==> config.mk <==
export PLATFORM = sky130hd
export DESIGN_NAME = blockram_read_arbiter
export DESIGN_NICKNAME = d
export VERILOG_FILES = /design/src/rtl/blockram_read_arbiter.sv
export SDC_FILE = /design/constraint.sdc
export NUM_CORES = 1
export LEC_CHECK = 0
export ABC_CLOCK_PERIOD_IN_PS = 2600
export BUFFER_PORTS_ARGS = -buffer_cell sky130_fd_sc_hd__buf_2
export CORE_AREA = 3 3 130 132
export DETAILED_ROUTE_END_ITERATION = 6
export DIE_AREA = 0 0 133 135
export PLACE_DENSITY_LB_ADDON = 0.05
export SKIP_CTS_REPAIR_TIMING = 1
export SYNTH_ARGS = -nofsm -noshare
export SYNTH_HDL_FRONTEND = slang
export SYNTH_SLANG_ARGS = --single-unit
==> constraint.sdc <==
create_clock -name clk_in -period 2.6 [get_ports clk_in]
set_input_delay 0.26 -clock clk_in [delete_from_list [all_inputs] [get_ports clk_in]]
set_output_delay 0.26 -clock clk_in [all_outputs]
set_load 0.01 [all_outputs]
==> src/rtl/blockram_read_arbiter.sv <==
// ---------------------------------------------------------------------------
// blockram_read_arbiter
// Shares the single read port of a block RAM among NUM_REQUESTER clients with
// round-robin arbitration. A grant in cycle T drives the RAM read in T. The
// RAM returns data in T+1, and the response is registered out in T+2 to the
// granted requester. Writes pass straight through to the RAM write port.
//
// Optional feature (macro BLOCKRAM_READ_ARBITER_WRITE_FORWARD_EN):
//   A write in cycle T that targets the granted read address has its masked
//   bytes merged into that read's response, so the reader sees the new data
//   instead of the RAM's read-first old data. When the macro is undefined the
//   RAM data is returned unmodified.
//
// Ports
//   clk_in, reset_in             clock, synchronous active-high reset
//   request_valid_in/addr_in     per-requester read request, flattened addrs
//   request_ready_out            one-hot grant (combinational)
//   response_valid_out           one-hot response strobe (registered)
//   response_data_out            response data, held between strobes
//   response_entry_valid_out     RAM valid bit accompanying the response
//   write_*_in                   writer port
//   ram_read_*                   RAM read port (1-cycle latency, read-first)
//   ram_write_*_out              combinational copy of write_*_in
// ---------------------------------------------------------------------------
`ifndef BYTE_LEN_IN_BITS
`define BYTE_LEN_IN_BITS 8
`endif

module blockram_read_arbiter #(
   parameter int unsigned SINGLE_ENTRY_WIDTH_IN_BITS = 64,
   parameter int unsigned NUM_SET                    = 64,
   parameter int unsigned SET_PTR_WIDTH_IN_BITS      = $clog2(NUM_SET),
   parameter int unsigned WRITE_MASK_LEN             = SINGLE_ENTRY_WIDTH_IN_BITS / `BYTE_LEN_IN_BITS,
   parameter int unsigned NUM_REQUESTER              = 4
) (
   input  logic                                             clk_in,
   input  logic                                             reset_in,

   input  logic [NUM_REQUESTER-1:0]                         request_valid_in,
   input  logic [NUM_REQUESTER*SET_PTR_WIDTH_IN_BITS-1:0]   request_addr_in,
   output logic [NUM_REQUESTER-1:0]                         request_ready_out,

   output logic [NUM_REQUESTER-1:0]                         response_valid_out,
   output logic [SINGLE_ENTRY_WIDTH_IN_BITS-1:0]            response_data_out,
   output logic                                             response_entry_valid_out,

   input  logic                                             write_en_in,
   input  logic [WRITE_MASK_LEN-1:0]                        write_mask_in,
   input  logic [SET_PTR_WIDTH_IN_BITS-1:0]                 write_addr_in,
   input  logic [SINGLE_ENTRY_WIDTH_IN_BITS-1:0]            write_data_in,

   output logic                                             ram_read_en_out,
   output logic [SET_PTR_WIDTH_IN_BITS-1:0]                 ram_read_addr_out,
   input  logic [SINGLE_ENTRY_WIDTH_IN_BITS-1:0]            ram_read_data_in,
   input  logic                                             ram_read_valid_in,

   output logic                                             ram_write_en_out,
   output logic [WRITE_MASK_LEN-1:0]                        ram_write_mask_out,
   output logic [SET_PTR_WIDTH_IN_BITS-1:0]                 ram_write_addr_out,
   output logic [SINGLE_ENTRY_WIDTH_IN_BITS-1:0]            ram_write_data_out
);

   localparam int unsigned BYTE_W = `BYTE_LEN_IN_BITS;
   localparam int unsigned AW     = SET_PTR_WIDTH_IN_BITS;
   localparam int unsigned DW     = SINGLE_ENTRY_WIDTH_IN_BITS;
   localparam int unsigned MW     = WRITE_MASK_LEN;
   localparam int unsigned NR     = NUM_REQUESTER;
   localparam int unsigned PTR_W  = (NR > 1) ? $clog2(NR) : 1;

   // ------------------------------------------------------------------------
   // Arbitration state
   // ------------------------------------------------------------------------
   logic [PTR_W-1:0] rr_ptr;
   logic [PTR_W-1:0] grant_idx;
   logic [PTR_W-1:0] next_ptr;
   logic [PTR_W:0]   cand;
   logic [NR-1:0]    grant;
   logic             accept;

   // ------------------------------------------------------------------------
   // Pipeline state
   // ------------------------------------------------------------------------
   logic [NR-1:0]    s1_grant;
   logic [DW-1:0]    merged_data;
   logic             merged_valid;

   // Round-robin search: first valid requester at or after rr_ptr, with wrap.
   // Reset gates the grant so nothing is accepted during reset cycles.
   always_comb begin
      grant     = '0;
      grant_idx = '0;
      accept    = 1'b0;
      cand      = '0;
      if (!reset_in) begin
         for (int unsigned k = 0; k < NR; k++) begin
            cand = {1'b0, rr_ptr} + (PTR_W+1)'(k);
            if (cand >= (PTR_W+1)'(NR)) begin
               cand = cand - (PTR_W+1)'(NR);
            end
            if (!accept && request_valid_in[cand[PTR_W-1:0]]) begin
               accept    = 1'b1;
               grant_idx = cand[PTR_W-1:0];
            end
         end
         if (accept) begin
            grant[grant_idx] = 1'b1;
         end
      end
   end

   // Pointer moves one past the winner so the winner becomes lowest priority.
   always_comb begin
      next_ptr = '0;
      if (grant_idx != PTR_W'(NR - 1)) begin
         next_ptr = grant_idx + PTR_W'(1);
      end
   end

   // Read address mux: slice of the granted requester.
   always_comb begin
      ram_read_addr_out = '0;
      for (int unsigned i = 0; i < NR; i++) begin
         if (grant[i]) begin
            ram_read_addr_out = request_addr_in[i*AW +: AW];
         end
      end
   end

   assign request_ready_out = grant;
   assign ram_read_en_out   = (|request_valid_in) & ~reset_in;

   // Writes are independent of reads and go straight to the RAM.
   assign ram_write_en_out   = write_en_in;
   assign ram_write_mask_out = write_mask_in;
   assign ram_write_addr_out = write_addr_in;
   assign ram_write_data_out = write_data_in;

`ifdef BLOCKRAM_READ_ARBITER_WRITE_FORWARD_EN
   // ------------------------------------------------------------------------
   // Same-cycle write forwarding
   // ------------------------------------------------------------------------
   logic [MW-1:0] fwd_mask;
   logic [MW-1:0] s1_fwd_mask;
   logic [DW-1:0] s1_fwd_data;

   // A write colliding with the accepted read must be visible to that reader.
   always_comb begin
      fwd_mask = '0;
      if (accept && write_en_in && (write_addr_in == ram_read_addr_out)) begin
         fwd_mask = write_mask_in;
      end
   end

   // Capture the colliding write alongside stage 1.
   always_ff @(posedge clk_in) begin
      if (reset_in) begin
         s1_fwd_mask <= '0;
         s1_fwd_data <= '0;
      end else begin
         s1_fwd_mask <= fwd_mask;
         s1_fwd_data <= write_data_in;
      end
   end

   // Overlay forwarded byte lanes onto the RAM's old data.
   always_comb begin
      merged_data = ram_read_data_in;
      for (int unsigned b = 0; b < MW; b++) begin
         if (s1_fwd_mask[b]) begin
            merged_data[b*BYTE_W +: BYTE_W] = s1_fwd_data[b*BYTE_W +: BYTE_W];
         end
      end
      merged_valid = ram_read_valid_in | (|s1_fwd_mask);
   end
`else
   // Without forwarding the reader sees read-first RAM data as is.
   always_comb begin
      merged_data  = ram_read_data_in;
      merged_valid = ram_read_valid_in;
   end
`endif

   // Pointer, stage 1 (RAM data cycle) and stage 2 (response cycle).
   // Reset drops anything in flight; data is held between strobes.
   always_ff @(posedge clk_in) begin
      if (reset_in) begin
         rr_ptr                   <= '0;
         s1_grant                 <= '0;
         response_valid_out       <= '0;
         response_data_out        <= '0;
         response_entry_valid_out <= 1'b0;
      end else begin
         if (accept) begin
            rr_ptr <= next_ptr;
         end
         s1_grant           <= grant;
         response_valid_out <= s1_grant;
         if (|s1_grant) begin
            response_data_out        <= merged_data;
            response_entry_valid_out <= merged_valid;
         end
      end
   end

endmodule

-- After elaboration in Yosys (flattened, before gate mapping)
Index checks and enable logic that the tools add are counted.
- register bits: 75
- bits in latches: 0
- memory bits (writable): 0
- memory bits (read-only): 0
- input bits: 174
- output and inout bits: 159
- memories: 0
- $add $sub $neg: 8
- $mul: 0
- divide/modulo/power cells: 0
- magnitude comparators: 10
- equality and inequality tests: 1
- shift-type cells: 0
- mux-type cells: 40
- bitwise operators: 2
- reduce and logical (&&, ||, !) cells: 9
- operators by type and width (operator ; number):
    $mux 2 ; 15
    $mux 6 ; 4
    $lt 2x3->1 const B ; 5
    $mux 1 ; 14
    $ge 3x3->1 const B ; 3
    $bmux 1 s2 ; 4
    $mux 4 ; 2
    $reduce_or 4->1 ; 2
    $sub 2x1->2 const B ; 4
    $add 2x2->3 const B ; 2
    $logic_and 1x1->1 ; 4
    $add 2x1->3 const B ; 1
    $ge 2x3->1 const B ; 1
    $logic_not 1->1 ; 3
    $add 2x1->2 const B ; 1
    $demux 1 s2 ; 1
    $ge 2x1->1 const B ; 1
    $ne 2x2->1 const B ; 1
    $and 1x1->1 ; 1
    $not 1->1 ; 1

-- Longest topological paths before layout
- depth after elaboration: 29
- gate-level depth with buffers: 7
- gate-level depth less buffers: 5

-- Worst setup path after synthesis
No wires, ideal clock.
- kind: flip-flop to output port
- from: register rr_ptr[1]
- to: output ram_read_addr_out[0]
- data arrival time: 1.446 ns
- data required time: 2.340 ns
- path slack: 0.894 ns
- cell stages (with the launch flop): 6
- path buffers: 0
- path through: dfxtp_1 -> mux2i_1 -> nor2_1 -> a311oi_2 -> nand2_2 -> o22ai_1
- cells in the longest elaborated chain, start to end: 29
- elaborated cells between the ends (all ways): 57
- those cells by class: 7 x add/sub; 6 x order compare; 37 x mux; 7 x reduce/logical
- RTL lines (element ; RTL line ; source):
    start: declaration ; 73 ; logic [PTR_W-1:0] rr_ptr;
    start signal: assignment ; 194 ; rr_ptr <= next_ptr;
    $ge 2x3->1 or $sub 2x1->2 (tied branches) ; 97, 98 ;
    $mux 2 ; 97 ; if (cand >= (PTR_W+1)'(NR)) begin
    $mux 2 ; 94 ; if (!reset_in) begin
    $bmux 1 s2 ; 100 ; if (!accept && request_valid_in[cand[PTR_W-1:0]]) begin
    $mux 1 (implied by the code) ; 100 ;
    $mux 1 ; 100 ;
    $mux 1 ; 94 ;
    $logic_not 1->1 ; 100 ;
    [11 not listed] ; -- ;
    $lt 2x3->1 (implied by the code) or $ge 2x1->1 (tied branches) ; 106 ; grant[grant_idx] = 1'b1;
    $logic_and 1x1->1 (implied by the code) ; 106 ;
    $mux 1 (implied by the code) ; 106 ;
    $demux 1 s2 ; 106 ;
    $mux 4 * ; 105 ; if (accept) begin
    $mux 4 * ; 94 ;
    $mux 6 (3 in a row) ; 123 ; if (grant[i]) begin
    $mux 6 * ; 123 ;
    end: declaration ; 53 ; output logic [SET_PTR_WIDTH_IN_BITS-1:0] ram_read_addr_out,
Every way passes the cells marked *; elsewhere a longest branch is shown, timed or not. The select of a mux whose other input is x is not followed.

-- Final worst setup path
Same ends and word-level chain as after synthesis.

==> metrics.txt <==
critical path, cell by cell=mux2i_1 -> nor2_1 -> a311oi_2 -> nand2_2 -> o22ai_1 -> buf_2; buffer and inverter count on the worst path=1; area of the die=17,960 µm²; highest clock rate=424.6 MHz; CTS sink count=75; TritonCTS Buffers=9; data arrival at the endpoint of the critical path=2090 ps; vias per inst=4.070; leakage=0.001969 µW; number of antenna repair diodes=0; critical path required time=2340 ps; NumNets Final=686; most crowded layer after global routing=met2; slowest library cell on the worst path=dfxtp_1; Die H=135 µm; cell type contributing the most total cell area after synthesis=dfxtp_1; cell row count=46; slew of the pin with the lowest slew margin=841.1 ps; Avg WL per Cell=13.64 µm; antenna violations before repair=0; global route total overflow=0; placeable core area=15,830 µm²; fraction of layout cells with a size suffix above 1=38.18%; max-slew violation count=0; cell with the most instances after synthesis=nand2_1; critical-path maximum fanout=10; clock slew seen by the registers of the worst setup and hold paths=60 ps; proportion of register bits with asynchronous set or reset after synthesis=0%; Power Total=3313 µW; final worst-path cycle share=90.57%; starting density of the core=21.39%; routability cong.=0.7378; first-pass GRT wire length=15.56 mm; post-detailed-placement half-perimeter wirelength=7.009 mm; worst hold slack after final layout=164.9 ps; Final Setup Violations=0; CTS max path bufs=2; Seq cells post-synth=75; cell types with the largest area share after synthesis=dfxtp_1 44%, buf_4 18%, nand2_1 14%, a21oi_1 10%, mux2i_1 3.8%; number of different library cells in the post-synthesis netlist=21; RSZ-0062 raised after global routing=false; Final Hold Fails=0; portion of the post-synthesis area used by sequential elements=44.35%; min-delay worst type=primary input to flip-flop; most instantiated cells after synthesis=130 x nand2_1, 80 x buf_4, 75 x dfxtp_1; post-route antenna net violation count=0; clock skew=7.376 ps; vias after detailed routing=2,979; Post-Syn Instances=425; routed wire length=9.981 mm; global-route track usage on met2=17.58%; Horiz. Die Dim=133 µm; clock root buffer=clkbuf_16; number of iterations in the first detailed-routing pass=4; CP startpoint kind=flip-flop; total nets after synthesis=599; CTS tree=yes; shortest clock period the worst path allows after layout=2355 ps; met1 usage in global routing=12.20%; Power Density=801.2 nW/µm²; crit path capture type=output port; number of synthesized flops with an enable pin=0; max-cap violation count=0; number of global-route vias before repair=3,050; run status=finished clean; global routing met3 resource utilization=4.881%; worst slew slack as a fraction of its limit=43.93%; overall global routing resource usage=11.02%; number of buffers added on ports=174; I/O pin count=333; Synthesis Warnings=0; number of violations reported at the end of detailed-routing iteration 0=87; average footprint of a synthesized cell=7.966 µm²; post-detailed-route DRC marker count=0; setup_tns=0 ps; CTS H-tree depth=3; share of the core filled with cells in the final layout=26.13%; top cell type's share of synthesized area=44.35%; IR Drop Worst-Case VDD=298.2 µV; largest stage delay on the critical path=440 ps; layout overhead on the synthesized area=22.14%; number of filler instances in the final layout=1,791; flip-flop cell with the highest count after synthesis=dfxtp_1; latest clock arrival within the worst-skew pair=330 ps; maximum number of pins on one net before global-route repair=72; area of the mapped netlist=3386 µm²; crit-path leading delay family=compound AO/OA/AOI/OAI gates; kind of critical path=flip-flop to output port
final cells by class:
class                      count  area, µm²  area share (%)
inverter                       3      11.26          0.2723
multi-input combinational    243       1160           28.05
sequential                    75       1501           36.31
clock inverter                 3      40.04          0.9682
timing repair buffer         180      915.9           22.15
clock buffer                  12      236.5           5.719
tap                          216      270.3           6.536
path summary, 6_finish.rpt:
path	from	endpoint	slack, ps	depth (start not counted)
worst max register to register	s1_grant[1]	response_data_out[57]	960	4
worst min register to register	response_data_out[58]	response_data_out[58]	440	2
worst max-delay path	rr_ptr[1]	ram_read_addr_out[0]	250	6
worst min-delay path	ram_read_data_in[33]	response_data_out[33]	160	3
registers in the layout, summed over array words and instances (netlist names):
register                  flops
response_data_out            64
response_valid_out            4
s1_grant                      4
rr_ptr                        2
response_entry_valid_out      1
per-stage QoR:
step           setup WS [ps]  area, µm²  cells
2_1_floorplan          894.4       3386    425
3_3_place_gp           515.1       3856    717
3_5_place_dp           476.3       3856    717
4_1_cts                93.70       4133    732
5_1_grt                52.35       4135    732
6_report               245.1       4135    732
routing by layer:
metal | wire length [µm] | vias up
li1 | - | 1468
met1 | 4022 | 1317
met2 | 4605 | 151
met3 | 1010 | 43
met4 | 344 | 0
met5 | 0 | -
worst reg2reg max path, delay by kind of cell, from the launching register on:
| kind | cells | cell delay, ps |
|---|---|---|
| buffers and inverters | 1 | 270 |
| AO/OA/AOI/OAI | 1 | 60 |
| flip-flops | 1 | 320 |
| AND/OR/NAND/NOR | 2 | 840 |
layout by cell type (no fill, tap or decap), drive strengths merged:
cell type	netlist	layout
a211oi	3	3
a21oi	68	68
a311oi	1	1
buf	93	180
bufinv	0	1
clkbuf	11	12
clkinv	0	2
dfxtp	75	75
inv	3	3
mux2i	13	13
nand2	131	131
nand2b	2	2
nor2	10	10
nor2b	4	4
nor4	2	2
o21ai	1	1
o22ai	6	6
o2bb2a	1	1
or4	1	1
where the power goes:
part	internal [µW]	switching (µW)	leakage [µW]
registers	1290	64.1	0.000616
logic	299	468	0.00122
clock network	735	459	0.000136
logic make-up after synthesis:
group / count (synthesis) / share of synthesized area [%]
flip-flops: 75 / 44.35
buffers and inverters: 107 / 21.69
multiplexers: 13 / 3.843
AO/OA/AOI/OAI: 80 / 12.71
AND/OR/NAND/NOR: 150 / 17.41
(Power assumes the default switching activity.)
